## src/rtl/trng_bram_pkg.sv

```systemverilog
// Shared types and helpers for the BRAM drain reader: FSM states, word size, FIFO sizing.
package trng_bram_pkg;

    typedef enum logic [2:0] {
        IDLE,
        READ,
        DRAIN,
        DONE,
        WAIT_CLR
    } rd_state_t;

    localparam int BYTES_PER_WORD = 4;

    // One slot per cycle of read latency plus one, so reads can stream back to back.
    function automatic int fifo_depth_for(input int rd_lat);
        return rd_lat + 1;
    endfunction

endpackage

```

## src/rtl/bram_rd_fifo.sv

```systemverilog
// Small synchronous FIFO built as a shift register so the head is always slot 0,
// which makes the head a plain register that holds still while nothing pops.
module bram_rd_fifo #(
    parameter int DW    = 32,
    parameter int DEPTH = 2,
    localparam int CW   = $clog2(DEPTH + 1)
) (
    input  logic          clk,
    input  logic          rst,
    input  logic          push,
    input  logic [DW-1:0] din,
    input  logic          pop,
    output logic [DW-1:0] head,
    output logic          full,
    output logic          empty,
    output logic [CW-1:0] count
);

    logic [DW-1:0] slots      [DEPTH];
    logic [DW-1:0] slots_next [DEPTH];
    logic          do_pop;
    logic          do_push;
    int            wr_idx;

    assign full    = (count == CW'(DEPTH));
    assign empty   = (count == '0);
    assign head    = slots[0];
    assign do_pop  = pop && !empty;
    assign do_push = push && (!full || do_pop);

    always_comb begin
        slots_next = slots;
        wr_idx     = do_pop ? int'(count) - 1 : int'(count);
        if (do_pop) begin
            for (int i = 0; i < DEPTH - 1; i++) begin
                slots_next[i] = slots[i + 1];
            end
        end
        if (do_push) begin
            for (int i = 0; i < DEPTH; i++) begin
                if (i == wr_idx) begin
                    slots_next[i] = din;
                end
            end
        end
    end

    always_ff @(posedge clk) begin
        if (rst) begin
            count <= '0;
            slots <= '{default: '0};
        end else begin
            count <= count + CW'(do_push) - CW'(do_pop);
            slots <= slots_next;
        end
    end

endmodule

```

## src/rtl/bram_drain_reader.sv

```systemverilog
// Drains a full BRAM in address order onto a valid/ready stream, pacing reads
// with credits so returning data always has a FIFO slot waiting for it.
module bram_drain_reader
    import trng_bram_pkg::*;
#(
    parameter int DW         = 32,
    parameter int AW         = 32,
    parameter int BRAM_DEPTH = 32,
    parameter int RD_LAT     = 1
) (
    input  logic          clk,
    input  logic          rst,
    input  logic          bram_full,
    output logic          bram_rst,
    output logic          bram_clk,
    output logic          bram_en,
    output logic [3:0]    bram_we,
    output logic [AW-1:0] bram_addr,
    output logic [DW-1:0] bram_din,
    input  logic [DW-1:0] bram_dout,
    output logic [DW-1:0] m_tdata,
    output logic          m_tvalid,
    input  logic          m_tready,
    output logic          m_tlast,
    output logic          drain_done,
    output logic          busy
);

    localparam int FIFO_DEPTH = fifo_depth_for(RD_LAT);
    localparam int FCW        = $clog2(FIFO_DEPTH + 1);
    localparam int WCW        = $clog2(BRAM_DEPTH) + 1;
    localparam int IW         = WCW - 1;

    rd_state_t         state, state_next;
    logic [WCW-1:0]    issue_cnt;
    logic [WCW-1:0]    word_cnt;
    logic [RD_LAT-1:0] tag;
    logic [FCW-1:0]    fifo_count;
    logic              fifo_full;
    logic              fifo_empty;
    logic              accept;
    logic              last_issue;
    logic              has_credit;

    assign bram_rst  = rst;
    assign bram_clk  = clk;
    assign bram_we   = 4'b0000;
    assign bram_din  = '0;
    assign bram_addr = AW'(issue_cnt[IW-1:0]) * AW'(BYTES_PER_WORD);

    assign m_tvalid   = !fifo_empty;
    assign accept     = m_tvalid && m_tready;
    assign m_tlast    = m_tvalid && (word_cnt == WCW'(BRAM_DEPTH - 1));
    // A slot freed by this cycle's pop counts, otherwise full-rate streaming would stall.
    assign has_credit = (int'(fifo_count) + $countones(tag) - int'(accept)) < FIFO_DEPTH;
    assign last_issue = bram_en && (issue_cnt == WCW'(BRAM_DEPTH - 1));

    always_comb begin
        state_next = state;
        bram_en    = 1'b0;
        drain_done = 1'b0;
        busy       = (state != IDLE);
        unique case (state)
            IDLE:     if (bram_full) state_next = READ;
            READ: begin
                bram_en = has_credit;
                if (last_issue) state_next = DRAIN;
            end
            DRAIN:    if (accept && m_tlast) state_next = DONE;
            DONE: begin
                drain_done = 1'b1;
                state_next = WAIT_CLR;
            end
            WAIT_CLR: if (!bram_full) state_next = IDLE;
            default:  state_next = IDLE;
        endcase
    end

    always_ff @(posedge clk) begin
        if (rst) begin
            state     <= IDLE;
            issue_cnt <= '0;
            word_cnt  <= '0;
            tag       <= '0;
        end else begin
            state  <= state_next;
            tag[0] <= bram_en;
            for (int i = 1; i < RD_LAT; i++) begin
                tag[i] <= tag[i - 1];
            end
            if (state == IDLE) begin
                issue_cnt <= '0;
                word_cnt  <= '0;
            end else begin
                if (bram_en) issue_cnt <= issue_cnt + WCW'(1);
                if (accept)  word_cnt  <= word_cnt + WCW'(1);
            end
            assert (!(tag[RD_LAT-1] && fifo_full && !accept));
        end
    end

    // Returning data is captured in the cycle its tag leaves the delay line.
    bram_rd_fifo #(
        .DW    (DW),
        .DEPTH (FIFO_DEPTH)
    ) u_fifo (
        .clk   (clk),
        .rst   (rst),
        .push  (tag[RD_LAT-1]),
        .din   (bram_dout),
        .pop   (accept),
        .head  (m_tdata),
        .full  (fifo_full),
        .empty (fifo_empty),
        .count (fifo_count)
    );

endmodule
```

## config.mk

```make
export PLATFORM = sky130hd
export DESIGN_NAME = bram_drain_reader
export DESIGN_NICKNAME = d
export VERILOG_FILES = /design/src/rtl/trng_bram_pkg.sv /design/src/rtl/bram_rd_fifo.sv /design/src/rtl/bram_drain_reader.sv
export SDC_FILE = /design/constraint.sdc
export NUM_CORES = 1
export LEC_CHECK = 0
export BUFFER_PORTS_ARGS = -buffer_cell sky130_fd_sc_hd__clkbuf_2
export CAP_MARGIN = 20
export CORE_MARGIN = 1
export CORE_UTILIZATION = 25
export DETAILED_ROUTE_END_ITERATION = 7
export SYNTH_ARGS = -nofsm -noshare
export SYNTH_HDL_FRONTEND = slang
export SYNTH_HIERARCHICAL = 1
export SYNTH_SLANG_ARGS = --single-unit
```

## constraint.sdc

```tcl
create_clock -name clk -period 6.12 [get_ports clk]
set_clock_uncertainty 0.1 [all_clocks]
set_input_delay 0.612 -clock clk [delete_from_list [all_inputs] [get_ports clk]]
set_output_delay 0.612 -clock clk [all_outputs]
set_load 0.02 [all_outputs]
```

==> results of run 1 <==
worst paths after layout:
path                                       from                to  slack (ns)  cells past startpoint
worst min register to register  u_fifo/slots[6]   u_fifo/slots[6]        0.37                      2
worst min-delay path            u_fifo/slots[6]   u_fifo/slots[6]        0.37                      2
worst max register to register  u_fifo/count[0]  u_fifo/slots[11]        2.10                      8
worst max-delay path            u_fifo/count[0]           bram_en        1.76                     10
worst max-delay path, cell delays in order, from the launching register on:
cell	delay, ns
dfxtp_1	0.50
inv_1	0.19
ha_1	0.32
nor2b_1	0.60
nor2b_1	0.33
o21ai_0	0.15
fa_1	0.39
xnor2_1	0.16
a22oi_2	0.35
nor2_1	0.13
clkbuf_2	0.18
registers in the layout, summed over array words and instances (netlist names):
register,flops
word_cnt,6
tag,1
issue_cnt,6
u_fifo/slots,32
u_fifo/head,32
state,3
u_fifo/count,2
Yosys cell counts, types with 3 or more instances:
master	count
nor2_1	12
inv_1	6
ha_1	7
nand2b_1	64
or2_1	3
a21oi_1	6
dfxtp_1	82
mux2i_1	98
nor3_1	5
clkbuf_1	11
xor2_1	4
nand2_1	9
nand4_1	3
nor2b_1	5
buf_4	105
buf_6	7
xnor2_1	3
o21ai_0	7
or3_1	8
or2_2	31
stage by stage:
step | utilization (%) | setup slack [ns] | hold WS, ns | instances
6_report | 27.5 | 1.76 | 0.375 | 797
3_5_place_dp | 26.0 | 2.01 | 0.366 | 781
3_3_place_gp | 26.0 | 2.16 | 0.362 | 781
4_1_cts | 27.5 | 1.69 | 0.377 | 797
2_1_floorplan | - | 2.21 | 0.352 | 564
5_1_grt | 27.5 | 1.41 | 0.397 | 797
routing by layer:
layer | track usage [%] | up-vias | share of wire (%)
met1 | 12.1 | 1367 | 48
met3 | 3.19 | 7 | 5.0
met2 | 15.0 | 98 | 46
met4 | 2.92 | 0 | 0.99
met5 | 0 | - | 0
li1 | - | 1566 | -
power groups by stage:
stage	combinational, mW	clock, mW	sequential (mW)
2_1_floorplan	0.261	0.0191	0.587
3_3_place_gp	0.257	0.0152	0.592
3_5_place_dp	0.259	0.0152	0.593
4_1_cts	0.260	0.561	0.581
5_1_grt	0.281	0.580	0.584
6_report	0.255	0.539	0.580
cell families (layout without fill, tap and decap cells):
kind of cell | after synthesis | in the layout | synth area share, %
AO/OA/AOI/OAI | 22 | 22 | 3.23
XOR/XNOR | 7 | 7 | 1.27
adder cells (fa/ha/maj) | 8 | 8 | 2.23
buffers and inverters | 132 | 105 | 19.5
flip-flops | 82 | 82 | 33.9
multiplexers | 98 | 98 | 20.3
other | 1 | 63 | 0.0775
AND/OR/NAND/NOR | 152 | 152 | 19.4
cell type report:
type	count	share of cell area [%]
Clock buffer	12	4.97
Clock inverter	5	0.700
Inverter	7	0.507
Multi-Input combinational cell	350	47.9
Sequential cell	82	31.7
Tap cell	260	6.28
Timing Repair Buffer	81	7.97
==> flow_metrics.env, run 1 <==
export IMPL_first_pass_iters=4
export IMPL_multi_input_area_um2=2480
export IMPL_yosysWarnings=6
export IMPL_cts_setup_buffers=0
export IMPL_fin_crit_sh_pct=71.3
export IMPL_vias=3038
export IMPL_final_area_um2=5180
export IMPL_hpwl_um=6300
export IMPL_period_minus_slack_ns=4.36
export IMPL_final_common_cell="mux2i_1"
export IMPL_max_cap_violations=0
export IMPL_ctsHoldBuffers=0
export IMPL_syn_avg_cell_area_um2=9.63
export IMPL_vias_per_cell=3.81
export IMPL_core_area_um2=18800
export IMPL_cts_tree="done"
export IMPL_maxSlewHeadroom_pct=47.1
export IMPL_post_drt_wl_per_cell_um=11.1
export IMPL_internal_power_mw=0.958
export IMPL_startpoint_type="register"
export IMPL_dieArea_um2=19900
export IMPL_endpoint_kind="primary output"
export IMPL_synth_top_area_share_pct=33.9
export IMPL_async_flop_share_pct=0
export IMPL_p_seq_share_pct=42.2
export IMPL_worst_pin_slew_ns=0.793
export IMPL_combPwrFrac_pct=18.6
export IMPL_first_global_vias=2848
export IMPL_p_per_area_nw_per_um2=265
export IMPL_min_path_type="reg2reg"
export IMPL_slew_violations=0
export IMPL_finalNetCount=576
export IMPL_cp_required_ns=5.41
export IMPL_placementRows=50
export IMPL_setup_viol=0
export IMPL_clkTransAtPathRegs_ns=0.06
export IMPL_grt_antenna_before_repair=0
export IMPL_postSynthCellCount=502
export IMPL_cts_buffers=9
export IMPL_gp_congestion=0.758
export IMPL_swShare_pct=30.3
export IMPL_grt_max_degree=107
export IMPL_leakage_nw=2.69
export IMPL_syn_to_final_growth_pct=7.17
export IMPL_ios=143
export IMPL_grtUsageTotal_pct=9.47
export IMPL_die_x_um=141
export IMPL_total_power_mw=1.37
export IMPL_drt_iter0_drc=118
export IMPL_synth_area_um2=4840
export IMPL_path_max_fanout=10
export IMPL_max_freq_ghz=0.229
export IMPL_ant_nets=0
export IMPL_antenna_cells=0
export IMPL_hold_viol=0
export IMPL_post_cts_resize_count=0
export IMPL_drive_gt1_share_pct=25.5
export IMPL_cts_htree_levels=3
export IMPL_synthTopCellsByArea="dfxtp_1 (34%), mux2i_1 (20%), buf_4 (16%)"
export IMPL_clock_latency_ns=0.34
export IMPL_ir_drop_mv=0.122
export IMPL_timing_setup_tns_ns=0
export IMPL_io_buffers=79
export IMPL_p_sw_mw=0.417
export IMPL_ctsRootBufferMaster="clkbuf_16"
export IMPL_die_y_um=141
export IMPL_grt_overflow_total=0
export IMPL_status="finished, final reports clean"
export IMPL_ys_flop_type="dfxtp_1"
export IMPL_synth_cell_types=42
export IMPL_nFillCells=2028
export IMPL_p_clk_share_pct=39.2
export IMPL_regArea_um2=1640
export IMPL_ys_ff_latch=82
export IMPL_yosysSeqAreaShare_pct=33.9
export IMPL_drc=0
export IMPL_cp_arrival_ns=3.65
export IMPL_grt_pass1_wl_um=14600
export IMPL_synth_edf_count=0
export IMPL_final_cell_mix="mux2i_1 (98), dfxtp_1 (82), clkbuf_2 (79), nand2b_1 (64), conb_1 (63)"
export IMPL_clockBufferDepth=2
export IMPL_dpl_cell_area_um2=4890
export IMPL_start_util_pct=25.7
export IMPL_path_class="reg2out"
export IMPL_synth_largest_area_cell="dfxtp_1"
export IMPL_drt_total_wl_um=8880
export IMPL_rsz0062_at_grt="false"
Power figures use the tool's default switching activity.
==> run 2: changes to the inputs <==
Clock period 6.12 ns to 4.2 ns, I/O delays scaled along.
==> run 2 against run 1 <==
  * First-iteration DRC count decreased by 29%
  * Sequential share of layout area decreased by 0.084 points
  * Setup slack got worse by 1.4 ns
  * Design area increased by 0.27%
  * Largest power group unchanged
==> flow_metrics.env, run 2 (synthesized netlist as in run 1, its figures left out) <==
export IMPL_cp_slowest_cell="dfxtp_1"
export IMPL_clkTransAtPathRegs_ns=0.07
export IMPL_max_freq_ghz=0.261
export IMPL_ctsHoldBuffers=0
export IMPL_antenna_cells=0
export IMPL_grt_max_degree=66
export IMPL_cp_arrival_ns=3.31
export IMPL_min_from="bram_dout[8]"
export IMPL_cp_common_cell="nor2b_1"
export IMPL_grt_overflow_total=0
export IMPL_ctsRootBufferMaster="clkbuf_16"
export IMPL_p_per_area_nw_per_um2=385
export IMPL_leakage_nw=2.70
export IMPL_ir_drop_mv=0.184
export IMPL_hpwl_um=6290
export IMPL_vias=3062
export IMPL_die_x_um=141
export IMPL_status="finished, final reports clean"
export IMPL_slew_violations=0
export IMPL_hold_viol=0
export IMPL_r2r_start="u_fifo/count[0]"
export IMPL_clockBufferDepth=2
export IMPL_cts_htree_levels=3
export IMPL_ant_nets=0
export IMPL_placementRows=50
export IMPL_drc=0
export IMPL_cts_buffers=9
export IMPL_gp_congestion=0.723
export IMPL_critical_path_cell_chain="inv_1 -> ha_1 -> nor2b_1 -> buf_4 -> nor2b_1 -> o21ai_0 -> fa_1 -> xnor2_1 -> a22oi_2 -> nor2_1 -> clkbuf_2"
export IMPL_final_cell_mix="mux2i_1 (98), dfxtp_1 (82), clkbuf_2 (79), nand2b_1 (64), conb_1 (63)"
export IMPL_post_drt_wl_per_cell_um=11.4
export IMPL_period_minus_slack_ns=3.83
export IMPL_rsz0062_at_grt="false"
export IMPL_startpoint="u_fifo/count[0]"
export IMPL_clock_latency_ns=0.34
export IMPL_slowest_delay_ns=0.50
export IMPL_core_area_um2=18800
export IMPL_cts_tree="done"
export IMPL_total_power_mw=2.00
export IMPL_timing_setup_tns_ns=0
export IMPL_post_cts_resize_count=0
export IMPL_max_cap_violations=0
export IMPL_worst_pin_slew_ns=0.725
export IMPL_final_common_cell="mux2i_1"
export IMPL_endpoint_kind="primary output"
export IMPL_die_y_um=141
export IMPL_finalNetCount=579
export IMPL_path_class="reg2out"
export IMPL_startpoint_type="register"
export IMPL_drt_total_wl_um=9110
export IMPL_cp_required_ns=3.68
export IMPL_vias_per_cell=3.83
export IMPL_grt_antenna_before_repair=0
export IMPL_syn_to_final_growth_pct=7.45
export IMPL_placed_cells=784
export IMPL_min_path_type="in2reg"
export IMPL_io_buffers=79
export IMPL_path_max_fanout=10
export IMPL_setup_viol=0
export IMPL_ios=143
export IMPL_drt_iter0_drc=84
export IMPL_final_cells=800
export IMPL_grtUsageTotal_pct=9.59
export IMPL_first_global_vias=2849
export IMPL_maxSlewHeadroom_pct=51.6
export IMPL_grt_pass1_wl_um=14700
export IMPL_first_pass_iters=4
export IMPL_cts_setup_buffers=0
export IMPL_post_route_util_pct=27.6
export IMPL_fin_crit_sh_pct=91.2
export IMPL_drive_gt1_share_pct=25.9
export IMPL_start_util_pct=25.7
export IMPL_dieArea_um2=19900
-- run 2: final cells by class --
class,count,area [um^2]
sequential,82,1640
clock inverter,5,37.5
clock buffer,12,248
tap,260,325
fill,2026,13600
inverter,7,26.3
timing repair buffer,84,435
multi-input combinational,350,2480
-- run 2: worst max-delay path, delay by kind of cell (launching register included) --
kind | cells | cell delay, ns
flops | 1 | 0.50
compound gates | 2 | 0.52
fa+ha+maj | 2 | 0.71
xor+xnor | 1 | 0.16
buf+inv | 3 | 0.55
simple gates | 3 | 0.52
-- run 2: per-stage QoR --
stage / area [um^2] / setup WS [ns] / hold slack (ns)
floorplan: 5070 / 0.966 / 0.352
CTS: 5200 / 0.319 / 0.214
detailed placement: 4920 / 0.710 / 0.365
finish: 5200 / 0.369 / 0.234
global route: 5200 / 0.0903 / 0.227
global placement: 4920 / 0.785 / 0.362
-- run 2: per-layer routing --
metal	vias up	global-route usage, %	share of wire (%)
met1	1391	12.0	48
met2	87	15.1	45
met5	-	0	0
met3	10	3.09	4.8
met4	0	4.12	1.7
li1	1574	-	-
-- run 2: power breakdown --
part	total [mW]	switching (mW)	internal (mW)
logic	0.373	0.233	0.140
clock network	0.784	0.358	0.426
registers	0.845	0.0283	0.817
-- run 2: final timing paths --
path	slack, ns	cells after the start	endpoint
max	0.37	11	bram_en
min	0.23	3	u_fifo/head[8]
max reg2reg	0.85	11	state[1]
min reg2reg	0.37	2	u_fifo/slots[10]
